<file path="config.mk">
export PLATFORM = sky130hd
export DESIGN_NAME = id_fetch_queue
export DESIGN_NICKNAME = d
export VERILOG_FILES = /design/src/rtl/riscv_defines.sv /design/src/rtl/id_queue_mem.sv /design/src/rtl/id_fetch_queue.sv
export SDC_FILE = /design/constraint.sdc
export NUM_CORES = 1
export LEC_CHECK = 0
export CAP_MARGIN = 20
export CORE_MARGIN = 4
export CORE_UTILIZATION = 55
export CTS_CLUSTER_DIAMETER = 30
export DETAILED_ROUTE_END_ITERATION = 6
export GPL_ROUTABILITY_DRIVEN = 0
export PLACE_DENSITY = 0.8
export SLEW_MARGIN = 20
export SYNTH_ARGS = -nofsm -noshare
export SYNTH_HDL_FRONTEND = slang
export SYNTH_SLANG_ARGS = --single-unit
</file>
<file path="constraint.sdc">
create_clock -name clk -period 5.4 [get_ports clk]
set_input_delay 0.81 -clock clk [delete_from_list [all_inputs] [get_ports clk]]
set_output_delay 0.81 -clock clk [all_outputs]
set_load 0.02 [all_outputs]
</file>
<file path="src/rtl/riscv_defines.sv">
// Shared RISC-V front-end types: instruction word, fetch trap request and the
// IF->ID queue entry that bundles them with the fetch PCs.
package riscv_defines;

  localparam int RV_XLEN = 32;

  typedef logic [31:0] inst_t;

  typedef enum logic [3:0] {
    TRAP_INST_MISALIGNED = 4'd0,
    TRAP_INST_ACCESS     = 4'd1,
    TRAP_ILLEGAL         = 4'd2,
    TRAP_BREAKPOINT      = 4'd3
  } trap_cause_e;

  typedef struct packed {
    logic        valid;
    trap_cause_e cause;
  } trap_req_t;

  // addi x0, x0, 0 -- harmless filler handed to decode when fetch already trapped
  localparam inst_t NOP_INST = 32'h0000_0013;

  typedef struct packed {
    logic [RV_XLEN-1:0] pc;
    logic [RV_XLEN-1:0] pcplus4;
    inst_t              inst;
    trap_req_t          trap;
  } fq_entry_t;

endpackage

</file>
<file path="src/rtl/id_queue_mem.sv">
// Storage array for the IF->ID queue: one synchronous write port and one
// asynchronous read port. Contents are not reset; validity is tracked by the
// pointers in the parent.
module id_queue_mem
  import riscv_defines::*;
#(
  parameter  int DEPTH = 4,
  localparam int IDX_W = $clog2(DEPTH)
) (
  input  logic             clk,
  input  logic             we,
  input  logic [IDX_W-1:0] waddr,
  input  fq_entry_t        wdata,
  input  logic [IDX_W-1:0] raddr,
  output fq_entry_t        rdata
);

  fq_entry_t mem_q [DEPTH];

  // Write the accepted fetch packet into its slot
  always_ff @(posedge clk) begin
    if (we) begin
      mem_q[waddr] <= wdata;
    end
  end

  assign rdata = mem_q[raddr];

endmodule

</file>
<file path="src/rtl/id_fetch_queue.sv">
// IF->ID decoupling queue. Holds up to DEPTH fetched packets so fetch can keep
// running while decode stalls; the head entry is presented to decode
// first-word-fall-through, and a flush empties the queue in one cycle.
module id_fetch_queue
  import riscv_defines::*;
#(
  parameter  int DEPTH = 4,
  parameter  int XLEN  = RV_XLEN,
  localparam int CNT_W = $clog2(DEPTH) + 1
) (
  input  logic             clk,
  input  logic             rst,
  input  logic             flush,
  input  logic             enq_valid,
  output logic             enq_ready,
  input  logic [XLEN-1:0]  enq_pc,
  input  logic [XLEN-1:0]  enq_pcplus4,
  input  inst_t            enq_inst,
  input  trap_req_t        enq_trap,
  input  logic             deq_ready,
  output logic             deq_valid,
  output logic [XLEN-1:0]  deq_pc,
  output logic [XLEN-1:0]  deq_pcplus4,
  output inst_t            deq_inst,
  output trap_req_t        deq_trap,
  output logic [CNT_W-1:0] count
);

  localparam int               IDX_W   = CNT_W - 1;
  localparam logic [CNT_W-1:0] PTR_ONE = {{(CNT_W-1){1'b0}}, 1'b1};

  // Pointers carry one extra wrap bit so full and empty are distinguishable
  logic [CNT_W-1:0] rd_ptr_q, rd_ptr_d;
  logic [CNT_W-1:0] wr_ptr_q, wr_ptr_d;
  logic [CNT_W-1:0] count_q, count_d;

  logic      empty, full;
  logic      enq_fire, deq_fire;
  fq_entry_t wr_entry, head;

  assign empty = (rd_ptr_q == wr_ptr_q);
  assign full  = (rd_ptr_q[IDX_W-1:0] == wr_ptr_q[IDX_W-1:0]) &&
                 (rd_ptr_q[CNT_W-1] != wr_ptr_q[CNT_W-1]);

  // Ready depends only on registered state, never on deq_ready
  assign enq_ready = !full;
  assign deq_valid = !empty;
  assign count     = count_q;

  assign enq_fire = enq_valid && enq_ready && !flush;
  assign deq_fire = deq_valid && deq_ready && !flush;

  assign wr_entry.pc      = RV_XLEN'(enq_pc);
  assign wr_entry.pcplus4 = RV_XLEN'(enq_pcplus4);
  assign wr_entry.inst    = enq_inst;
  assign wr_entry.trap    = enq_trap;

  id_queue_mem #(
    .DEPTH (DEPTH)
  ) u_mem (
    .clk   (clk),
    .we    (enq_fire),
    .waddr (wr_ptr_q[IDX_W-1:0]),
    .wdata (wr_entry),
    .raddr (rd_ptr_q[IDX_W-1:0]),
    .rdata (head)
  );

  // Next pointer/occupancy: flush wins, otherwise advance on each handshake
  always_comb begin
    rd_ptr_d = rd_ptr_q;
    wr_ptr_d = wr_ptr_q;
    count_d  = count_q;
    if (flush) begin
      rd_ptr_d = wr_ptr_q;
      count_d  = '0;
    end else begin
      if (enq_fire) wr_ptr_d = wr_ptr_q + PTR_ONE;
      if (deq_fire) rd_ptr_d = rd_ptr_q + PTR_ONE;
      case ({enq_fire, deq_fire})
        2'b10:   count_d = count_q + PTR_ONE;
        2'b01:   count_d = count_q - PTR_ONE;
        default: count_d = count_q;
      endcase
    end
  end

  // Control state register; asynchronous reset drops every in-flight packet
  always_ff @(posedge clk or posedge rst) begin
    if (rst) begin
      rd_ptr_q <= '0;
      wr_ptr_q <= '0;
      count_q  <= '0;
    end else begin
      rd_ptr_q <= rd_ptr_d;
      wr_ptr_q <= wr_ptr_d;
      count_q  <= count_d;
    end
  end

  // Head entry to decode; bubble of zeros when empty, NOP when fetch trapped
  always_comb begin
    deq_pc      = '0;
    deq_pcplus4 = '0;
    deq_inst    = '0;
    deq_trap    = '0;
    if (!empty) begin
      deq_pc      = XLEN'(head.pc);
      deq_pcplus4 = XLEN'(head.pcplus4);
      deq_inst    = head.trap.valid ? NOP_INST : head.inst;
      deq_trap    = head.trap;
    end
  end

  // Fetch must hold a stalled packet stable until accepted or flushed
  property p_enq_hold;
    @(posedge clk) disable iff (rst)
      (enq_valid && !enq_ready && !flush) |=>
        (flush || (enq_valid && $stable(enq_pc) && $stable(enq_pcplus4) &&
                   $stable(enq_inst) && $stable(enq_trap)));
  endproperty

  a_enq_hold: assert property (p_enq_hold)
    else $error("enq packet dropped or changed while enq_ready was low");

endmodule

</file>
==> summary.md, run 1 <==
| Metric | Value |
|---|---|
| Min Tclk post-route | `4.426 ns` |
| Hold buffer count at cts | `0` |
| Seq. cell area | `12360 sq um` |
| Primary FF master, synth | `edfxtp_1` |
| Reg2reg setup slack | `1.57 ns` |
| Worst-skew pair later-pin latency | `0.55 ns` |
| Starting density of the core | `0.5585` |
| Largest net degree at the start of global routing | `94` |
| Clock Skews | `0.02864 ns` |
| Slowest library cell on the worst path | `dfrtp_4` |
| Cell accounting for the most synthesized area | `edfxtp_1` |
| CP endpoint kind | `primary output` |
| Worst setup SP type | `flip-flop` |
| Bufs on Longest Clock Path | `3` |
| Synthesized cell area | `16030 sq um` |
| Synth top area cells | `edfxtp_1 76%, mux4_2 14%, nor2b_1 3.5%` |
| Slew HR | `0.4392` |
| Synthesized instance count | `726` |
| GRT Max-Usage Layer | `met2` |
| Initial DRT Pass Iterations | `5` |
| Ys Warns | `0` |
| Hold Path Class | `input pin to async pin` |
| Worst slew pin tran | `0.8412 ns` |
| Top-count cell post-synth | `edfxtp_1` |
| Total CTS buffers | `74` |
| CP max stage delay | `0.93 ns` |
| Post-route ant nets | `0` |
| Grt met2 use | `0.3498` |
| Initial antenna violation count | `2` |
| Grt met3 use | `0.04808` |
| Fin crit share | `0.8197` |
| Post-CTS Setup Bufs | `0` |
| Post-synthesis sequential area ratio | `0.7708` |
| First-pass GRT wire length | `50490 microns` |
| Final wirelength | `33150 microns` |
| Nets | `1099` |
| # setup viols final | `0` |
| Peak supply drop | `0.5369 mV` |
| Worst EP arrival | `3.62 ns` |
| CP max FO | `51` |
| Core Area | `28700 sq um` |
| Setup_tns | `0 ns` |
| Hold Vio Cnt, Final | `0` |
| Mapped Nets | `838` |
| Vias in the first global route | `8714` |
| DRC viols | `0` |
| Total gr overflow | `0` |
| Drt initial violations | `563` |
| #FFs+latches synth | `413` |
| Die Wd | `178.7 microns` |
| Layout area overhead | `32.09%` |
| Die Area | `31940 sq um` |
| Clk root buf | `clkbuf_16` |
| FP Rows | `62` |
| RSZ-0062 raised after global routing | `false` |
| Area of the multi-input gates | `3478 sq um` |
| Grt met1 use | `0.2820` |
| Number of flops mapped to enable cells by yosys | `404` |
| Pwr dens | `641.6 nW/um^2` |
| Cells along the critical path | `xor2_1 > nor3_2 > or2_2 > nor2b_1 > clkdlybuf4s50_1` |
| IO Count | `212` |
| Setup Crit Path Kind | `flip-flop to primary output` |
| Routed WL per cell | `23.12 microns` |
| IO Port Bufs | `211` |
| Total GRT Usage | `0.2121` |
| Synth top cells by count | `404 x edfxtp_1, 101 x mux4_2, 90 x nor2b_1, 19 x clkbuf_1, 15 x buf_2` |
| Slew Viols, Final | `0` |
| Worst r2r path cells | `8` |
| Via count | `7960` |
| Layout cells sized above 1 | `0.2380` |
| Dpl hpwl | `18400 microns` |
| Die H | `178.7 microns` |
| CTS sink cnt | `413` |
| Share of the synthesized area in the top cell type | `0.7567` |
| Status | `finished clean` |
| Clock transition at path regs | `0.05 ns` |
| Synth async-reset ratio | `0.02179` |
| Max-cap violations | `0` |
| Avg Inst Size Synth | `22.08 sq um` |
| Fmax | `225.9 MHz` |
| WHS | `0.5439 ns` |
| Fillers | `1632` |
| Vias/cell | `5.551` |
| CTS tree | `yes` |
| H-tree depth | `3` |
| Critical Path RT | `4.59 ns` |
| Leakage power | `7.035 nW` |
| Post-CTS sizing | `0` |
| Distinct cells, synth | `41` |
[per-layer routing]
metal	share of wire	up-vias	wire, microns
li1	-	3508	-
met1	0.40	4072	13100
met2	0.51	317	17030
met3	0.068	63	2256
met4	0.023	0	760
met5	0	-	0
[where the power goes]
group | internal (mW) | switching, mW | total, mW
sequential | 3.96 | 0.223 | 4.18
clock | 3.13 | 1.51 | 4.65
combinational | 2.30 | 2.46 | 4.76
total | 9.39 | 4.20 | 13.6
[path summary, 6_finish.rpt]
check | start | to
worst min-delay path | rst | count[0]
min in group clk | wr_ptr_q[2] | wr_ptr_q[2]
worst max-delay path | rd_ptr_q[1] | deq_inst[19]
worst max register to register | rd_ptr_q[1] | count[2]
max in group asynchronous | rst | rd_ptr_q[0]
worst min register to register | wr_ptr_q[2] | wr_ptr_q[2]
[cells in the final DEF, fill, tap and decap left out, drive strengths merged, types with 2 or more instances in the layout]
master / count
inv: 9
clkinvlp: 5
clkinv: 27
edfxtp: 404
diode: 4
mux2i: 2
mux4: 101
a21oi: 3
dfrtp: 9
ha: 5
bufinv: 11
nor2b: 100
clkdlybuf4s50: 211
nor2: 11
nor3: 4
and2: 4
xnor2: 3
nand2: 6
buf: 12
xor2: 5
nand3: 2
clkbuf: 88
o21ai: 5
nor4: 2
[cell type report]
cell class / count / area share
flip-flops and latches: 413 / 0.5839
multi-input cells: 270 / 0.1643
repair buffers: 223 / 0.1075
clock buffers: 88 / 0.09294
clock inverters: 47 / 0.02736
well taps: 384 / 0.02269
inverters: 5 / 0.0008863
diodes: 4 / 0.0004727
[logic make-up after synthesis]
logic type / Yosys count / share of synthesized area
buffers and inverters: 43 / 0.01319
adders and majority gates: 6 / 0.005151
AOI/OAI and AO/OA: 18 / 0.007805
DFF: 413 / 0.7708
xor gates and xnor gates: 8 / 0.004839
and+or+nand+nor: 134 / 0.05440
muxes: 104 / 0.1438
[per-stage QoR]
step	power (mW)	cells	util	instance area (sq um)	setup WS (ns)
final	13.59	1434	0.7378	21180	0.9738
after global placement	8.973	1295	0.6487	18620	1.632
after CTS	13.75	1430	0.7374	21170	0.9071
after floorplan	7.074	726	-	16030	0.9506
after global routing	14.19	1432	0.7376	21170	0.6961
after detailed placement	9.025	1295	0.6487	18620	1.511
[state kept, by name, indices dropped and copies added, names as in the netlist]
signal / count
wr_ptr_q: 3
count: 3
u_mem.mem_q: 404
rd_ptr_q: 3
[worst max-delay path: cells and delay by family (launching register included)]
family,cells,cell delay [ns]
buffers and inverters,1,0.58
flip-flops,1,0.93
AND/OR/NAND/NOR,3,1.22
XOR/XNOR,1,0.30
(Power assumes the default switching activity.)
==> run 2: changes to the inputs <==
- clock period: 5.4 -> 4.2 ns (I/O delays scaled with it)
==> run 2 against run 1 <==
Compared with the run above:
- first-iteration DRC count increased by 6.4%
- register-to-register slack got worse by 0.56 ns
- global-route usage decreased by 1.6 points
- clock power increased by 18%
- count of clock-buffer cells in the layout decreased by 15
- setup slack got worse by 0.54 ns
- hold slack got worse by 0.17 ns
- highest routed layer is now met5
- via count decreased by 1.7%
- power increased by 25%
- combinational power increased by 31%
==> summary.md, run 2 (synthesized netlist as in run 1, its figures left out) <==
| Metric | Value |
|---|---|
| Status | `finished clean` |
| Via count | `7824 (-1.7%)` |
| Dpl hpwl | `17890 microns (-2.8%)` |
| Setup_tns | `0 ns (unchanged)` |
| Max reg flops | `404 (unchanged)` |
| FP Rows | `62 (unchanged)` |
| Bufs on Longest Clock Path | `3 (unchanged)` |
| Layout area overhead | `31.10%` |
| Total GRT Usage | `0.1965 (-0.01563)` |
| Clk root buf | `clkbuf_16` |
| Most common cell after layout, fill and taps aside | `edfxtp_1` |
| Worst-skew pair later-pin latency | `0.54 ns (about the same)` |
| Total CTS buffers | `68 (-8.1%)` |
| Total gr overflow | `0 (unchanged)` |
| Worst slew pin tran | `0.9099 ns (+0.06871 ns)` |
| Most flop-heavy register | `u_mem.mem_q` |
| CP endpoint kind | `primary output` |
| NetSw | `5.285 mW (+26%)` |
| Layout cells sized above 1 | `0.2413 (+0.003263)` |
| Sw frac | `0.3114 (+0.002238)` |
| Slew Viols, Final | `0 (unchanged)` |
| Fin crit share | `0.8973` |
| DRC viols | `0 (unchanged)` |
| CP max FO | `29 (-43%)` |
| Fmax | `265.3 MHz` |
| Initial antenna violation count | `3 (+1)` |
| Die H | `178.7 microns (unchanged)` |
| Post-CTS sizing | `0 (unchanged)` |
| Max-cap violations | `0 (unchanged)` |
| Worst setup SP type | `flip-flop` |
| IO Port Bufs | `211 (unchanged)` |
| Nets | `1095 (-0.36%)` |
| Drt initial violations | `599 (+6.4%)` |
| Worst R2R End | `u_mem.mem_q[2][90]` |
| Hold Vio Cnt, Final | `0 (unchanged)` |
| RSZ-0062 raised after global routing | `false` |
| Worst EP arrival | `3.14 ns (-0.48 ns)` |
| CTS sink cnt | `413 (unchanged)` |
| H-tree depth | `3 (unchanged)` |
| Starting density of the core | `0.5585 (unchanged)` |
| Sequential share of power | `0.308 (about the same)` |
| Worst r2r path cells | `5 (-3)` |
| Hold buffer count at cts | `0 (unchanged)` |
| Setup Crit Path Kind | `flip-flop to primary output` |
| Clock Skews | `0.02471 ns (-0.003925 ns)` |
| # setup viols final | `0 (unchanged)` |
| Internal power | `11.69 mW (+25%)` |
| First-pass GRT wire length | `47360 microns (-6.2%)` |
| Combinational share of power | `0.368 (+0.018)` |
| Most frequent cells in the layout | `404 x edfxtp_1, 211 x clkdlybuf4s50_1, 101 x mux4_2` |
| Reg2reg setup slack | `1.01 ns (-0.56 ns)` |
| Die Wd | `178.7 microns (unchanged)` |
| Initial DRT Pass Iterations | `4 (-1)` |
| Post-route ant nets | `0 (unchanged)` |
| Leakage power | `6.949 nW (-1.2%)` |
| Largest net degree at the start of global routing | `75 (-20%)` |
| Hold Path Class | `input pin to async pin` |
| IO Count | `212 (unchanged)` |
| Routed WL per cell | `21.55 microns (-6.8%)` |
| RR Startpoint | `rd_ptr_q[1]` |
| Min Tclk post-route | `3.769 ns` |
| Critical Path RT | `3.57 ns (-1.02 ns)` |
| Post-CTS Setup Bufs | `0 (unchanged)` |
| Pwr dens | `807.6 nW/um^2 (+26%)` |
| WHS | `0.3764 ns (-0.1675 ns)` |
| Vias in the first global route | `8454 (-3.0%)` |
| CTS tree | `yes` |
| Die Area | `31940 sq um (unchanged)` |
| Fillers | `1657 (+1.5%)` |
| Clock share of power | `0.324 (-0.018)` |
| Vias/cell | `5.498 (-0.95%)` |
| Peak supply drop | `0.6202 mV (+16%)` |
| Final wirelength | `30670 microns (-7.5%)` |
| Core Area | `28700 sq um (unchanged)` |
| Slew HR | `0.3934 (-0.04580)` |
| Clock transition at path regs | `0.05 ns (about the same)` |
## run 2: changes by cell type in the layout (fill, tap and decap cells not counted), sizes merged
cell,delta
diode,-1
clkinvlp,+2
clkinv,+1
inv,+2
bufinv,-2
clkbuf,-15
buf,+2
## run 2: metal layers
metal / share of wire / wire length [microns] / track usage
met1: 0.39 / 12060 / 0.2554
met2: 0.52 / 15910 / 0.3212
met3: 0.066 / 2029 / 0.05462
met4: 0.021 / 655 / 0.07483
met5: 0.00036 / 11 / 0
## run 2: how the worst max path moves through the flow
stage | to | slack [ns] | from | cells after the start
3_3_place_gp | deq_inst[1] | 0.98 | rd_ptr_q[0] | 5
6_report | deq_inst[20] | 0.43 | wr_ptr_q[0] | 5
3_5_place_dp | u_mem.mem_q[2][91] | 0.96 | enq_valid | 5
2_1_floorplan | u_mem.mem_q[3][0] | 1.05 | enq_valid | 4
5_1_grt | deq_inst[20] | 0.22 | wr_ptr_q[1] | 5
4_1_cts | deq_inst[20] | 0.41 | wr_ptr_q[0] | 5
## run 2: critical path, stage by stage (launching register included)
cell,delay (ns)
dfrtp_1,0.45
xor2_1,0.44
nor3_2,0.12
or2_2,0.63
nor2b_1,0.27
clkdlybuf4s50_1,0.65
## run 2: area by class of cell
class	count	area, sq um	share of cell area
tap	384	480.5	0.02286
timing repair buffer	225	2330	0.1108
antenna	3	7.507	0.0003572
sequential	413	12360	0.5883
clock buffer	73	1763	0.08388
clock inverter	50	575.6	0.02738
multi-input combinational	270	3478	0.1655
inverter	5	18.77	0.0008930
## run 2: power groups by stage
stage	Sequential, mW	Clock, mW	Combinational [mW]
2_1_floorplan	5.28	0	3.79
3_3_place_gp	5.27	0	6.27
3_5_place_dp	5.31	0	6.31
4_1_cts	5.23	5.59	6.37
5_1_grt	5.26	5.81	6.69
6_report	5.23	5.50	6.25
## run 2: metrics by stage
step                instances  setup WS, ns  area (sq um)  utilization  total power, mW
floorplan                 726         1.046         16040            -            9.067
global placement         1297        0.9757         18670       0.6505            11.54
detailed placement       1297        0.9611         18670       0.6505            11.61
CTS                      1420        0.4072         21010       0.7320            17.20
global route             1422        0.2180         21020       0.7322            17.76
finish                   1423        0.4312         21020       0.7323            16.97
==> run 3: changes to the inputs <==
- CORE_MARGIN: 4 -> 10
==> run 3 against run 2 <==
Compared with the run above:
- power increased by 0.28%
- via count is 2.5% higher
- non-clock buffer count is 1 lower
- maximum frequency shrank 4.0%
- largest power group unchanged
- highest routed layer unchanged
==> summary.md, run 3 (synthesized netlist as in run 1, its figures left out) <==
| Metric | Value |
|---|---|
| Status | `finished clean` |
| Fmax | `254.6 MHz (-4.0%)` |
| Via count | `8019 (+2.5%)` |
| CP max stage delay | `0.64 ns (about the same)` |
| RSZ-0062 raised after global routing | `false` |
| Slowest library cell on the worst path | `dfrtp_4` |
| Nets | `1097 (+0.18%)` |
| Peak supply drop | `0.6448 mV (+4.0%)` |
| Seq. cell area | `12360 sq um (unchanged)` |
| Dpl hpwl | `19500 microns (+9.0%)` |
| H-tree depth | `3 (unchanged)` |
| Min Tclk post-route | `3.927 ns (+0.1585 ns)` |
| Worst-skew pair later-pin latency | `0.55 ns (about the same)` |
| Clock Skews | `0.02027 ns (-0.004440 ns)` |
| IO Port Bufs | `211 (unchanged)` |
| Max-cap violations | `0 (unchanged)` |
| Hold Path Class | `input pin to async pin` |
| First-pass GRT wire length | `51610 microns (+9.0%)` |
| Final Total Pwr | `17.02 mW (+0.28%)` |
| CTS tree | `yes` |
| Post-CTS Setup Bufs | `0 (unchanged)` |
| Clock share of power | `0.323 (about the same)` |
| Fin crit share | `0.9351 (+0.03775)` |
| Die Wd | `190.7 microns (+6.7%)` |
| Worst setup SP type | `flip-flop` |
| Most common cell after layout, fill and taps aside | `edfxtp_1` |
| Clk root buf | `clkbuf_16` |
| Worst R2R End | `count[2]` |
| FP Rows | `62 (unchanged)` |
| Setup Crit Path Kind | `flip-flop to primary output` |
| Vias in the first global route | `8705 (+3.0%)` |
| Hold Vio Cnt, Final | `0 (unchanged)` |
| Top Family by Delay on Critical Path | `simple AND/OR/NAND/NOR gates` |
| Worst setup endpoint | `deq_inst[25]` |
| Starting density of the core | `0.5585 (unchanged)` |
| CP Launch Point | `rd_ptr_q[0]` |
| Most flop-heavy register | `u_mem.mem_q` |
| Critical path depth | `4 (-1)` |
| Sw frac | `0.3162 (+0.004836)` |
| Cells along the critical path | `mux4_2 > or2_2 > nor2b_4 > clkdlybuf4s50_1` |
| Die Area | `36380 sq um (+14%)` |
| Total CTS buffers | `71 (+4.4%)` |
| Reg2reg setup slack | `1.12 ns (+0.11 ns)` |
| Fillers | `1676 (+1.1%)` |
| Initial antenna violation count | `4 (+1)` |
| Initial DRT Pass Iterations | `5 (+1)` |
| Clock transition at path regs | `0.05 ns (about the same)` |
| Die H | `190.7 microns (+6.7%)` |
| Slew HR | `0.3945 (+0.001124)` |
| Largest net degree at the start of global routing | `103 (+37%)` |
| Slew Viols, Final | `0 (unchanged)` |
| Worst slew pin tran | `0.9082 ns (-0.001687 ns)` |
| Post-CTS sizing | `0 (unchanged)` |
| Bufs on Longest Clock Path | `3 (unchanged)` |
| # setup viols final | `0 (unchanged)` |
| NetSw | `5.382 mW (+1.8%)` |
| Combinational share of power | `0.365 (-0.003)` |
| Leakage power | `6.942 nW (-0.10%)` |
| Dpl cell area | `18640 sq um (-0.17%)` |
| Post-route cell area | `20980 sq um (-0.18%)` |
| Layout cells sized above 1 | `0.2368 (-0.004496)` |
| Routed WL per cell | `23.43 microns (+8.7%)` |
| Internal power | `11.64 mW (-0.43%)` |
| Most frequent cells in the layout | `404 x edfxtp_1, 211 x clkdlybuf4s50_1, 101 x mux4_2` |
| CP max FO | `29 (unchanged)` |
| Worst EP arrival | `3.30 ns (+0.16 ns)` |
| Worst r2r path cells | `8 (+3)` |
| Area of the multi-input gates | `3478 sq um (unchanged)` |
| Vias/cell | `5.608 (+2.0%)` |
| Setup_tns | `0 ns (unchanged)` |
| CP endpoint kind | `primary output` |
| DRC viols | `0 (unchanged)` |
| Pwr dens | `811.3 nW/um^2 (+0.47%)` |
| RR Startpoint | `rd_ptr_q[0]` |
| Total gr overflow | `0 (unchanged)` |
| CTS sink cnt | `413 (unchanged)` |
| Post-route ant nets | `0 (unchanged)` |
| Layout area overhead | `30.86%` |
| Total GRT Usage | `0.1844 (-0.01212)` |
| Hold buffer count at cts | `0 (unchanged)` |
| Max reg flops | `404 (unchanged)` |
| Core Area | `28700 sq um (unchanged)` |
| Critical Path RT | `3.57 ns (about the same)` |
| Drt initial violations | `503 (-16%)` |
| IO Count | `212 (unchanged)` |
| Buf+Inv Stages, Crit Path | `1 (unchanged)` |
| Sequential share of power | `0.312 (+0.004)` |
| Final wirelength | `33500 microns (+9.2%)` |
run 3: cell types whose count changed in the layout (fill, tap and decap cells not counted), sizes merged:
cell	delta
clkbuf	+11
bufinv	-3
clkinv	-3
inv	+3
buf	-1
run 3: area by class of cell:
type,instances,area share
Antenna cell,3,0.0003578
Clock buffer,84,0.09006
Clock inverter,47,0.02111
Inverter,5,0.0008946
Multi-Input combinational cell,270,0.1658
Sequential cell,413,0.5894
Tap cell,384,0.02290
Timing Repair Buffer,224,0.1095
run 3: worst reg2reg max path: cells and delay by family (launching register included):
kind,cells,cell delay [ns]
AO/OA/AOI/OAI,2,0.78
XOR/XNOR,1,0.26
adder cells (fa/ha/maj),1,0.45
flip-flops,1,0.62
AND/OR/NAND/NOR,4,0.88
run 3: power by group through the flow:
stage	combinational (mW)	clock [mW]	sequential (mW)
after global routing	6.63	5.79	5.35
final	6.22	5.50	5.31
after floorplan	3.79	0	5.28
after CTS	6.35	5.58	5.31
after global placement	6.27	0	5.34
after detailed placement	6.29	0	5.38
run 3: worst min path at each step:
stage,start,end
after floorplan,rst,count[0]
after global placement,wr_ptr_q[2],wr_ptr_q[2]
after detailed placement,wr_ptr_q[2],wr_ptr_q[2]
after CTS,rst,rd_ptr_q[1]
after global routing,rst,rd_ptr_q[1]
final,rst,wr_ptr_q[1]
run 3: layer usage:
layer  GRT usage  vias up  part of all wire
met3     0.05084       75             0.076
li1            -     3500                 -
met2      0.2933      342              0.50
met4     0.07571        2             0.027
met5           0        -           0.00033
met1      0.2371     4100              0.40
run 3: metrics by stage:
| step | hold WS, ns | util | worst slack [ns] | cells |
|---|---|---|---|---|
| 2_1_floorplan | 0.4579 | - | 1.046 | 726 |
| 6_report | 0.3741 | 0.7309 | 0.2726 | 1430 |
| 3_5_place_dp | 0.5422 | 0.6494 | 0.7659 | 1296 |
| 5_1_grt | 0.3731 | 0.7308 | 0.08167 | 1429 |
| 4_1_cts | 0.3595 | 0.7306 | 0.1944 | 1427 |
| 3_3_place_gp | 0.5322 | 0.6494 | 0.8417 | 1296 |
